===== config.mk =====
export PLATFORM = sky130hd
export DESIGN_NAME = pixel_reorder_queue
export DESIGN_NICKNAME = d
export VERILOG_FILES = /design/src/rtl/pixel_pkg.sv /design/src/rtl/pixel_queue_mem.sv /design/src/rtl/pixel_reorder_queue.sv
export SDC_FILE = /design/constraint.sdc
export NUM_CORES = 1
export LEC_CHECK = 0
export CAP_MARGIN = 20
export CORE_MARGIN = 5
export CORE_UTILIZATION = 55
export CTS_BUF_LIST = sky130_fd_sc_hd__clkbuf_8
export DETAILED_ROUTE_END_ITERATION = 10
export PLACE_DENSITY_LB_ADDON = 0.05
export SETUP_SLACK_MARGIN = 0.1
export SLEW_MARGIN = 5
export SYNTH_ARGS = -nofsm -noshare
export SYNTH_HDL_FRONTEND = slang
export SYNTH_HIERARCHICAL = 1
export SYNTH_SLANG_ARGS = --single-unit

===== constraint.sdc =====
create_clock -name clk -period 9.6 [get_ports clk]
set_input_delay 1.92 -clock clk [delete_from_list [all_inputs] [get_ports clk]]
set_output_delay 1.92 -clock clk [all_outputs]
set_load 0.02 [all_outputs]

===== src/rtl/pixel_pkg.sv =====
// Shared pixel types and widths used by the engines, the reorder queue and the combinator.
package pixel_pkg;

  localparam int DATA_WIDTH = 32;
  localparam int RGB_SIZE   = 24;

  typedef struct packed {
    logic [DATA_WIDTH-1:0] x;
    logic [DATA_WIDTH-1:0] y;
    logic [RGB_SIZE-1:0]   colour;
  } pixel_t;

endpackage


===== src/rtl/pixel_queue_mem.sv =====
// Ring storage for the reorder queue: one synchronous write port, one asynchronous read port.
module pixel_queue_mem
  import pixel_pkg::*;
#(
  parameter int  DEPTH   = 16,
  parameter type entry_t = pixel_t,
  localparam int AW      = $clog2(DEPTH)
) (
  input  logic          clk,
  input  logic          wr_en,
  input  logic [AW-1:0] wr_addr,
  input  entry_t        wr_data,
  input  logic [AW-1:0] rd_addr,
  output entry_t        rd_data
);

  entry_t mem_reg [DEPTH];

  always_ff @(posedge clk) begin
    if (wr_en) mem_reg[wr_addr] <= wr_data;
  end

  // The head must be compared in the same cycle the pointer moves, so the read is unregistered.
  assign rd_data = mem_reg[rd_addr];

endmodule


===== src/rtl/pixel_reorder_queue.sv =====
// Circular-buffer reorder queue: engines push pixels, the combinator pops the head only when
// its coordinate matches the requested one. Consecutive duplicate (x, y) pushes are dropped.
module pixel_reorder_queue #(
  parameter int  DATA_WIDTH = pixel_pkg::DATA_WIDTH,
  parameter int  RGB_SIZE   = pixel_pkg::RGB_SIZE,
  parameter int  DEPTH      = 16,
  parameter int  AF_THRESH  = DEPTH - 2,
  parameter int  DEDUP      = 1,
  localparam int AW         = $clog2(DEPTH),
  localparam int CW         = AW + 1
) (
  input  logic                  clk,
  input  logic                  reset,
  input  logic                  flush,
  input  logic                  in_valid,
  output logic                  in_ready,
  input  logic [DATA_WIDTH-1:0] in_x,
  input  logic [DATA_WIDTH-1:0] in_y,
  input  logic [RGB_SIZE-1:0]   in_colour,
  input  logic                  chk_valid,
  input  logic [DATA_WIDTH-1:0] chk_x,
  input  logic [DATA_WIDTH-1:0] chk_y,
  output logic                  out_valid,
  output logic [DATA_WIDTH-1:0] out_x,
  output logic [DATA_WIDTH-1:0] out_y,
  output logic [RGB_SIZE-1:0]   out_colour,
  output logic [CW-1:0]         count,
  output logic                  empty,
  output logic                  full,
  output logic                  almost_full,
  output logic                  dup_drop
);

  typedef struct packed {
    logic [DATA_WIDTH-1:0] x;
    logic [DATA_WIDTH-1:0] y;
    logic [RGB_SIZE-1:0]   colour;
  } entry_t;

  logic [AW-1:0]         wp_reg, rp_reg;
  logic [CW-1:0]         count_reg;
  logic [DATA_WIDTH-1:0] last_x_reg, last_y_reg;
  logic                  last_vld_reg;
  logic                  out_valid_reg, dup_drop_reg;
  logic [DATA_WIDTH-1:0] out_x_reg, out_y_reg;
  logic [RGB_SIZE-1:0]   out_colour_reg;

  entry_t head, wr_entry;
  logic   push_hs, is_dup, push_store, pop;

  assign empty       = (count_reg == '0);
  assign full        = (count_reg == CW'(DEPTH));
  assign almost_full = (count_reg >= CW'(AF_THRESH));
  // in_ready depends only on registered count, never on the same-cycle pop.
  assign in_ready    = !full;
  assign count       = count_reg;

  assign push_hs    = in_valid && in_ready;
  assign is_dup     = (DEDUP != 0) && last_vld_reg && (in_x == last_x_reg) && (in_y == last_y_reg);
  assign push_store = push_hs && !is_dup && !flush;
  assign pop        = chk_valid && !empty && (head.x == chk_x) && (head.y == chk_y) && !flush;

  assign wr_entry = '{x: in_x, y: in_y, colour: in_colour};

  pixel_queue_mem #(
    .DEPTH   (DEPTH),
    .entry_t (entry_t)
  ) u_mem (
    .clk     (clk),
    .wr_en   (push_store && !reset),
    .wr_addr (wp_reg),
    .wr_data (wr_entry),
    .rd_addr (rp_reg),
    .rd_data (head)
  );

  always_ff @(posedge clk) begin
    if (reset || flush) begin
      wp_reg        <= '0;
      rp_reg        <= '0;
      count_reg     <= '0;
      last_vld_reg  <= 1'b0;
      out_valid_reg <= 1'b0;
      dup_drop_reg  <= 1'b0;
      // Flush keeps the last popped data visible; only reset clears it.
      if (reset) begin
        last_x_reg     <= '0;
        last_y_reg     <= '0;
        out_x_reg      <= '0;
        out_y_reg      <= '0;
        out_colour_reg <= '0;
      end
    end else begin
      out_valid_reg <= pop;
      dup_drop_reg  <= push_hs && is_dup;
      if (pop) begin
        rp_reg         <= rp_reg + AW'(1);
        out_x_reg      <= head.x;
        out_y_reg      <= head.y;
        out_colour_reg <= head.colour;
      end
      if (push_store) begin
        wp_reg       <= wp_reg + AW'(1);
        last_x_reg   <= in_x;
        last_y_reg   <= in_y;
        last_vld_reg <= 1'b1;
      end
      case ({push_store, pop})
        2'b10:   count_reg <= count_reg + CW'(1);
        2'b01:   count_reg <= count_reg - CW'(1);
        default: count_reg <= count_reg;
      endcase
    end
  end

  assign out_valid  = out_valid_reg;
  assign out_x      = out_x_reg;
  assign out_y      = out_y_reg;
  assign out_colour = out_colour_reg;
  assign dup_drop   = dup_drop_reg;

  // An underflowing decrement wraps far above DEPTH, so one bound covers both directions.
  always_ff @(posedge clk) begin
    if (!reset) assert (count_reg <= CW'(DEPTH));
  end

endmodule


======== Yosys cells after proc, flatten, opt, wreduce, memory -nomap -nowiden ========
Memories as Yosys holds them, arrays and structs flattened. A register that Yosys moved wholly into a read port is not among the register bits.
Index checks and enable logic that the tools add are counted.
word-level totals
  logic and storage cells ................. 65
  memories ................................ 1
  output and inout port bits .............. 99
  bits of input ports ..................... 157
  memory bits (read-only) ................. 0
  bits in latches ......................... 0
  flip-flop bits (word level) ............. 168
  memory bits (writable) .................. 1408
memory list
  memory         words  bits a word  read ports  clocked after memory_dff  write ports  RTL line               RTL
  u_mem.mem_reg  16     88           1           1                         1            pixel_queue_mem.sv:17  entry_t mem_reg [DEPTH];
operators by class
  add/sub/neg operators ................... 4
  mux-type cells .......................... 17
  divide/modulo/power cells ............... 0
  magnitude comparators ................... 1
  equality and inequality tests ........... 8
  shift operators ......................... 0
  reductions and logical operators ........ 23
  bitwise gates (word level) .............. 0
  $mul .................................... 0
operators with widths
  cell                                                               number
  two-way mux 32 bit                                                 9
  == test 32 bit                                                     4
  two-way mux 24 bit                                                 3
  logical AND 1 bit                                                  11
  one-hot mux 5 bit (2 select lines)                                 1
  adder 4 x 1 -> 4 bit, second input constant                        2
  two-way mux 4 bit                                                  2
  nonzero test 2 bit                                                 3
  adder 5 x 1 -> 5 bit, second input constant                        1
  == test 5 bit, second input constant                               1
  greater-or-equal comparator 5 x 4 -> 1 bit, second input constant  1
  logical NOT 1 bit                                                  5
  logical NOT 5 bit                                                  1
  subtractor 5 x 1 -> 5 bit, second input constant                   1
  AND reduction 2 bit                                                2
  == test 2 x 1 -> 1 bit, second input constant                      1
  == test 2 bit, second input constant                               1
  two-way mux 1 bit                                                  2
  != test 2 bit, second input constant                               1
  logical OR 1 bit                                                   1

======== Depth between registers and ports, before layout ========
  depth after elaboration ................. 9
  mapped depth ............................ 22
  depth with buffers taken out ............ 18

======== Cells and area by module ========
The synthesis kept the hierarchy.
by module, submodules not included
  module               sequential area each (µm²)  times used  cells an instance  area an instance (µm²)
  pixel_queue_mem      42280.6                     1           2168               52604.2
  pixel_reorder_queue  4884.7                      1           650                8065.2

======== Worst setup path after synthesis ========
No wires, ideal clock.
  kind .................................... input to register
  start point ............................. input port in_y[25]
  end point ............................... memory u_mem/mem_reg[0][0] (netlist name) (enable)
  stages .................................. 8
  library setup time ...................... 0.642 ns
  buffers on the path ..................... 0
  arrival time ............................ 9.241 ns
  setup slack ............................. -0.284 ns
  required time ........................... 8.958 ns
  path through ............................ nand2b_1 > o2111a_1 > nand4_1 > nor3_1 > and2_1 > nor3_1 > or3b_1 > nor3_1
between the ends
  word-level cells in the longest chain between the ends .. 8
RTL lines
  what                                     RTL line                   RTL
  start: declaration                       pixel_reorder_queue.sv:18  input logic [DATA_WIDTH-1:0] in_y,
  == test 32 bit                           pixel_reorder_queue.sv:59  assign is_dup = (DEDUP != 0) && last_vld_reg && (in_x == last_x_reg) && (in_y == last_y_reg);
  logical AND 1 bit                        pixel_reorder_queue.sv:59
  logical NOT 1 bit                        pixel_reorder_queue.sv:60  assign push_store = push_hs && !is_dup && !flush;
  logical AND 1 bit (2 in series)          pixel_reorder_queue.sv:60
  logical AND 1 bit                        pixel_reorder_queue.sv:70  .wr_en (push_store && !reset),
  two-way mux 1 bit                        pixel_queue_mem.sv:20      if (wr_en) mem_reg[wr_addr] <= wr_data;
  two-way mux 1 bit (not written as such)  pixel_queue_mem.sv:20
  end: declaration                         pixel_queue_mem.sv:17
Every way passes these cells.

==> results.txt <==
----------------------------------------------------
[CTS]
  Resized cells post-CTS ... 0
  Total number of H-tree levels ... 5
  Number of buffers added by the clock tree synthesis step ... 275
  TritonCTS clock tree ... yes
  Clk Tree Root Cell ... sky130_fd_sc_hd__clkbuf_8
  Number of sinks on the clock net ... 1576
  Buffer count from post-CTS setup fixing ... 0
  Clock insertion delay at the later pin of the skew report ... 0.94 ns
  Maximum count of clock buffers along a single path ... 4
  Register clock-pin slew on the reported worst setup and hold paths ... 0.07 ns
  CTS Hold Bufs ... 0

[Floorplanning]
  Initial Util ... 0.556
  Die outline area ... 117000 um2
  Horiz. Die Dim ... 342 um
  Core area ... 109000 um2
  Chip Height ... 342 um
  Number of cell rows ... 121
  Number of top-level pins ... 256

[Layout]
  Fraction of final layout cells sized beyond drive strength 1 ... 0.222
  Leading cell type in the layout, fill and taps excluded ... sky130_fd_sc_hd__edfxtp_1
  Commonest cells after routing, fill and taps aside ... sky130_fd_sc_hd__edfxtp_1, sky130_fd_sc_hd__mux4_2, sky130_fd_sc_hd__clkbuf_8, sky130_fd_sc_hd__clkdlybuf4s50_1, sky130_fd_sc_hd__a22oi_1
  Largest register FFs ... 1408
  Final standard cell utilization of the core ... 0.641
  Fill cell total of the finished layout ... 7418
  Layout-stage area growth over the synthesis result ... 15.3%
  Cell Count, Final, Fillers Out ... 4949
  Design Area, Final ... 69900 um2
  Layout Nets ... 3456

[STA]
  Setup tns final ... 0 ns
  Worst slew slack as a fraction of its limit ... 0.202
  Achievable frequency ... 150 MHz
  Period utilization ... 0.697
  Slew of the pin with the lowest slew margin ... 1.19 ns
  Shortest clock period the worst path allows after layout ... 6.69 ns
  Final count of pins violating max slew ... 0
  Skew final ... 0.0668 ns
  Total setup violations reported at the end of the flow ... 0
  Hold violation total from the final report ... 0
  Setup repair after global routing missed its margin ... no

[Yosys]
  Post-synthesis sequential element count ... 1576
  Mapped cell area ... 60700 um2
  Area share of the largest cell type after synthesis ... 0.772
  Most area-hungry cell type in the Yosys netlist ... sky130_fd_sc_hd__edfxtp_1
  Count of yosys warnings during synthesis ... 6
  Synth top area cells ... sky130_fd_sc_hd__edfxtp_1, sky130_fd_sc_hd__mux4_2, sky130_fd_sc_hd__a22oi_1
  Leading register cell type out of synthesis ... sky130_fd_sc_hd__edfxtp_1
  Synthesized netlist net count ... 2982
  Mapped Avg Cell Area ... 21.5 um2
  Share of synthesized registers carrying an async set or reset ... 0
  Number of flops mapped to enable cells by yosys ... 1560
  Syn Inst Count ... 2818
  Register area share after synthesis ... 0.777
  Count of different cell masters after synthesis ... 48

[Worst setup path]
  Critical Path, Cell by Cell ... buf_16, buf_4, buf_4, mux4_2, a22oi_1, nand2_1, xnor2_1, nand4_1, nor4_1, nand3_1, or2_2, inv_1, ha_1, inv_1, fa_1, nor2b_1, o21ai_0, and3_1, nor3_1, xnor2_1, nor2_1
  Maximum single-stage delay on the critical path ... 0.66 ns
  CP max FO ... 31
  Arrival @ worst endpoint ... 7.44 ns
  Nature of the critical path endpoint ... flop
  Critical path startpoint category ... flop
  Worst-case reg-to-reg path depth ... 21
  Class of the most critical setup path ... reg -> reg
  Data required time of the critical path ... 10.35 ns
  R2r setup slk ... 2.91 ns
  Critical-path top delay cell ... sky130_fd_sc_hd__dfxtp_4

[Worst hold path]
  Instance count along the most critical hold path ... 2
  HP Class ... reg -> reg

[Global route]
  Maximum number of pins on one net before global-route repair ... 85
  First-pass GRT wire length ... 226000 um
  Overall track demand over capacity in global routing ... 0.270
  Remaining global-route overflow ... 0
  Number of antenna violations at the first check in global routing ... 15
  Vias in the first global route ... 32500

[Route]
  Via count ... 30800
  Number of routed nets with antenna violations ... 0
  Vias per cell ... 6.23
  Pre-Repair DR Iteration Count ... 7
  Post-detailed-route DRC marker count ... 0
  Iteration-0 DRC Markers ... 3109
  Total routed wirelength ... 157000 um
  Routed length per placed instance ... 31.7 um

[Outcome]
  Run status ... finished, final reports clean

[Placement]
  Weighted congestion reported at the end of routability-driven placement ... 0.819
  Detailed placement HPWL ... 88300 um
  Cell count after placement ... 4490
  Port bufs ... 255
  Instance area at placement ... 65300 um2

[Pwr]
  Power density cells ... 191 nW/um2
  Leakage ... 0.0221 uW
  Post-layout power ... 13400 uW
  Worst ir drop on vdd ... 105 uV

[Job]
  Max-cap viol count ... 0

----------------------------------------------------
[synthesized netlist by cell type, types with 2 or more instances]
library cell,instances
sky130_fd_sc_hd__xor2_1,63
sky130_fd_sc_hd__o211ai_1,2
sky130_fd_sc_hd__buf_1,20
sky130_fd_sc_hd__a2111oi_0,6
sky130_fd_sc_hd__or3_1,4
sky130_fd_sc_hd__or4_1,5
sky130_fd_sc_hd__o2111a_1,5
sky130_fd_sc_hd__or2_2,2
sky130_fd_sc_hd__nor2b_1,26
sky130_fd_sc_hd__buf_2,28
sky130_fd_sc_hd__xnor2_1,33
sky130_fd_sc_hd__a22oi_1,176
sky130_fd_sc_hd__nand4_1,19
sky130_fd_sc_hd__nor3_1,11
sky130_fd_sc_hd__dfxtp_1,16
sky130_fd_sc_hd__ha_1,6
sky130_fd_sc_hd__a21oi_1,9
sky130_fd_sc_hd__edfxtp_1,1560
sky130_fd_sc_hd__o221ai_1,2
sky130_fd_sc_hd__mux4_2,352
sky130_fd_sc_hd__nor2_1,35
sky130_fd_sc_hd__nand3b_1,2
sky130_fd_sc_hd__and2_1,142
sky130_fd_sc_hd__a221oi_1,3
sky130_fd_sc_hd__nand3_1,11
sky130_fd_sc_hd__nand2_1,97
sky130_fd_sc_hd__o22ai_1,2
sky130_fd_sc_hd__inv_1,29
sky130_fd_sc_hd__clkbuf_1,67
sky130_fd_sc_hd__buf_4,11
sky130_fd_sc_hd__o21ai_0,3
sky130_fd_sc_hd__o31ai_1,4
sky130_fd_sc_hd__nor4_1,18
sky130_fd_sc_hd__buf_6,13
sky130_fd_sc_hd__nand2b_1,23
[worst max-delay path, delay by kind of cell, from the launching register on]
family          cells  cell delay, ns
compound gates      2            0.40
xor+xnor            2            0.38
fa+ha+maj           2            0.67
buf+inv             5            1.43
flops               1            0.66
mux                 1            0.54
simple gates        9            2.39
[routing by layer]
layer | part of all wire | up-vias | wire (um) | global-route usage
met5 | 0.00044 | - | 69 | 0
met4 | 0.024 | 10 | 3800 | 0.0772
met3 | 0.095 | 234 | 14900 | 0.0651
met2 | 0.47 | 1536 | 74400 | 0.419
met1 | 0.41 | 16400 | 63800 | 0.391
li1 | - | 12700 | - | -
[logic make-up (layout without fill, tap and decap cells)]
family                     after synthesis  count (layout)  share of synthesized area
AOI/OAI and AO/OA                      218             218                     0.0274
xor gates and xnor gates                96              96                     0.0139
adders and majority gates                7               7                    0.00157
buffers and inverters                  168             815                     0.0133
DFF                                   1576            1576                      0.777
muxes                                  352             352                      0.131
other                                    0               8                          0
and+or+nand+nor                        401             401                     0.0358
[cell type report]
type,instances,area (um2),area share
antenna,8,20.0,0.000286
sequential,1576,47200,0.675
tap,1476,1850,0.0264
clock inverter,171,766,0.0110
inverter,29,109,0.00156
multi-input combinational,1074,12900,0.184
timing repair buffer,336,3280,0.0469
clock buffer,279,3840,0.0549
[where the power goes]
| part | internal, uW | total (uW) | switching, uW |
|---|---|---|---|
| sequential | 7630 | 7650 | 22.3 |
| clock | 2750 | 5310 | 2560 |
| combinational | 149 | 425 | 276 |
| total | 10500 | 13400 | 2860 |
[final timing paths]
kind	endpoint	from
setup / recovery	count[4]	rp_reg[0]
hold / removal	last_vld_reg	last_vld_reg
setup reg to reg	count[4]	rp_reg[0]
hold reg to reg	last_vld_reg	last_vld_reg
[metrics by stage]
| step | worst slack, ns | hold slack (ns) |
|---|---|---|
| floorplan | 1.72 | 0.425 |
| global placement | 2.18 | 0.445 |
| detailed placement | 2.14 | 0.448 |
| CTS | 2.44 | 0.463 |
| global route | 2.46 | 0.496 |
| finish | 2.91 | 0.465 |
No activity file was read; power rests on OpenSTA's default activity.
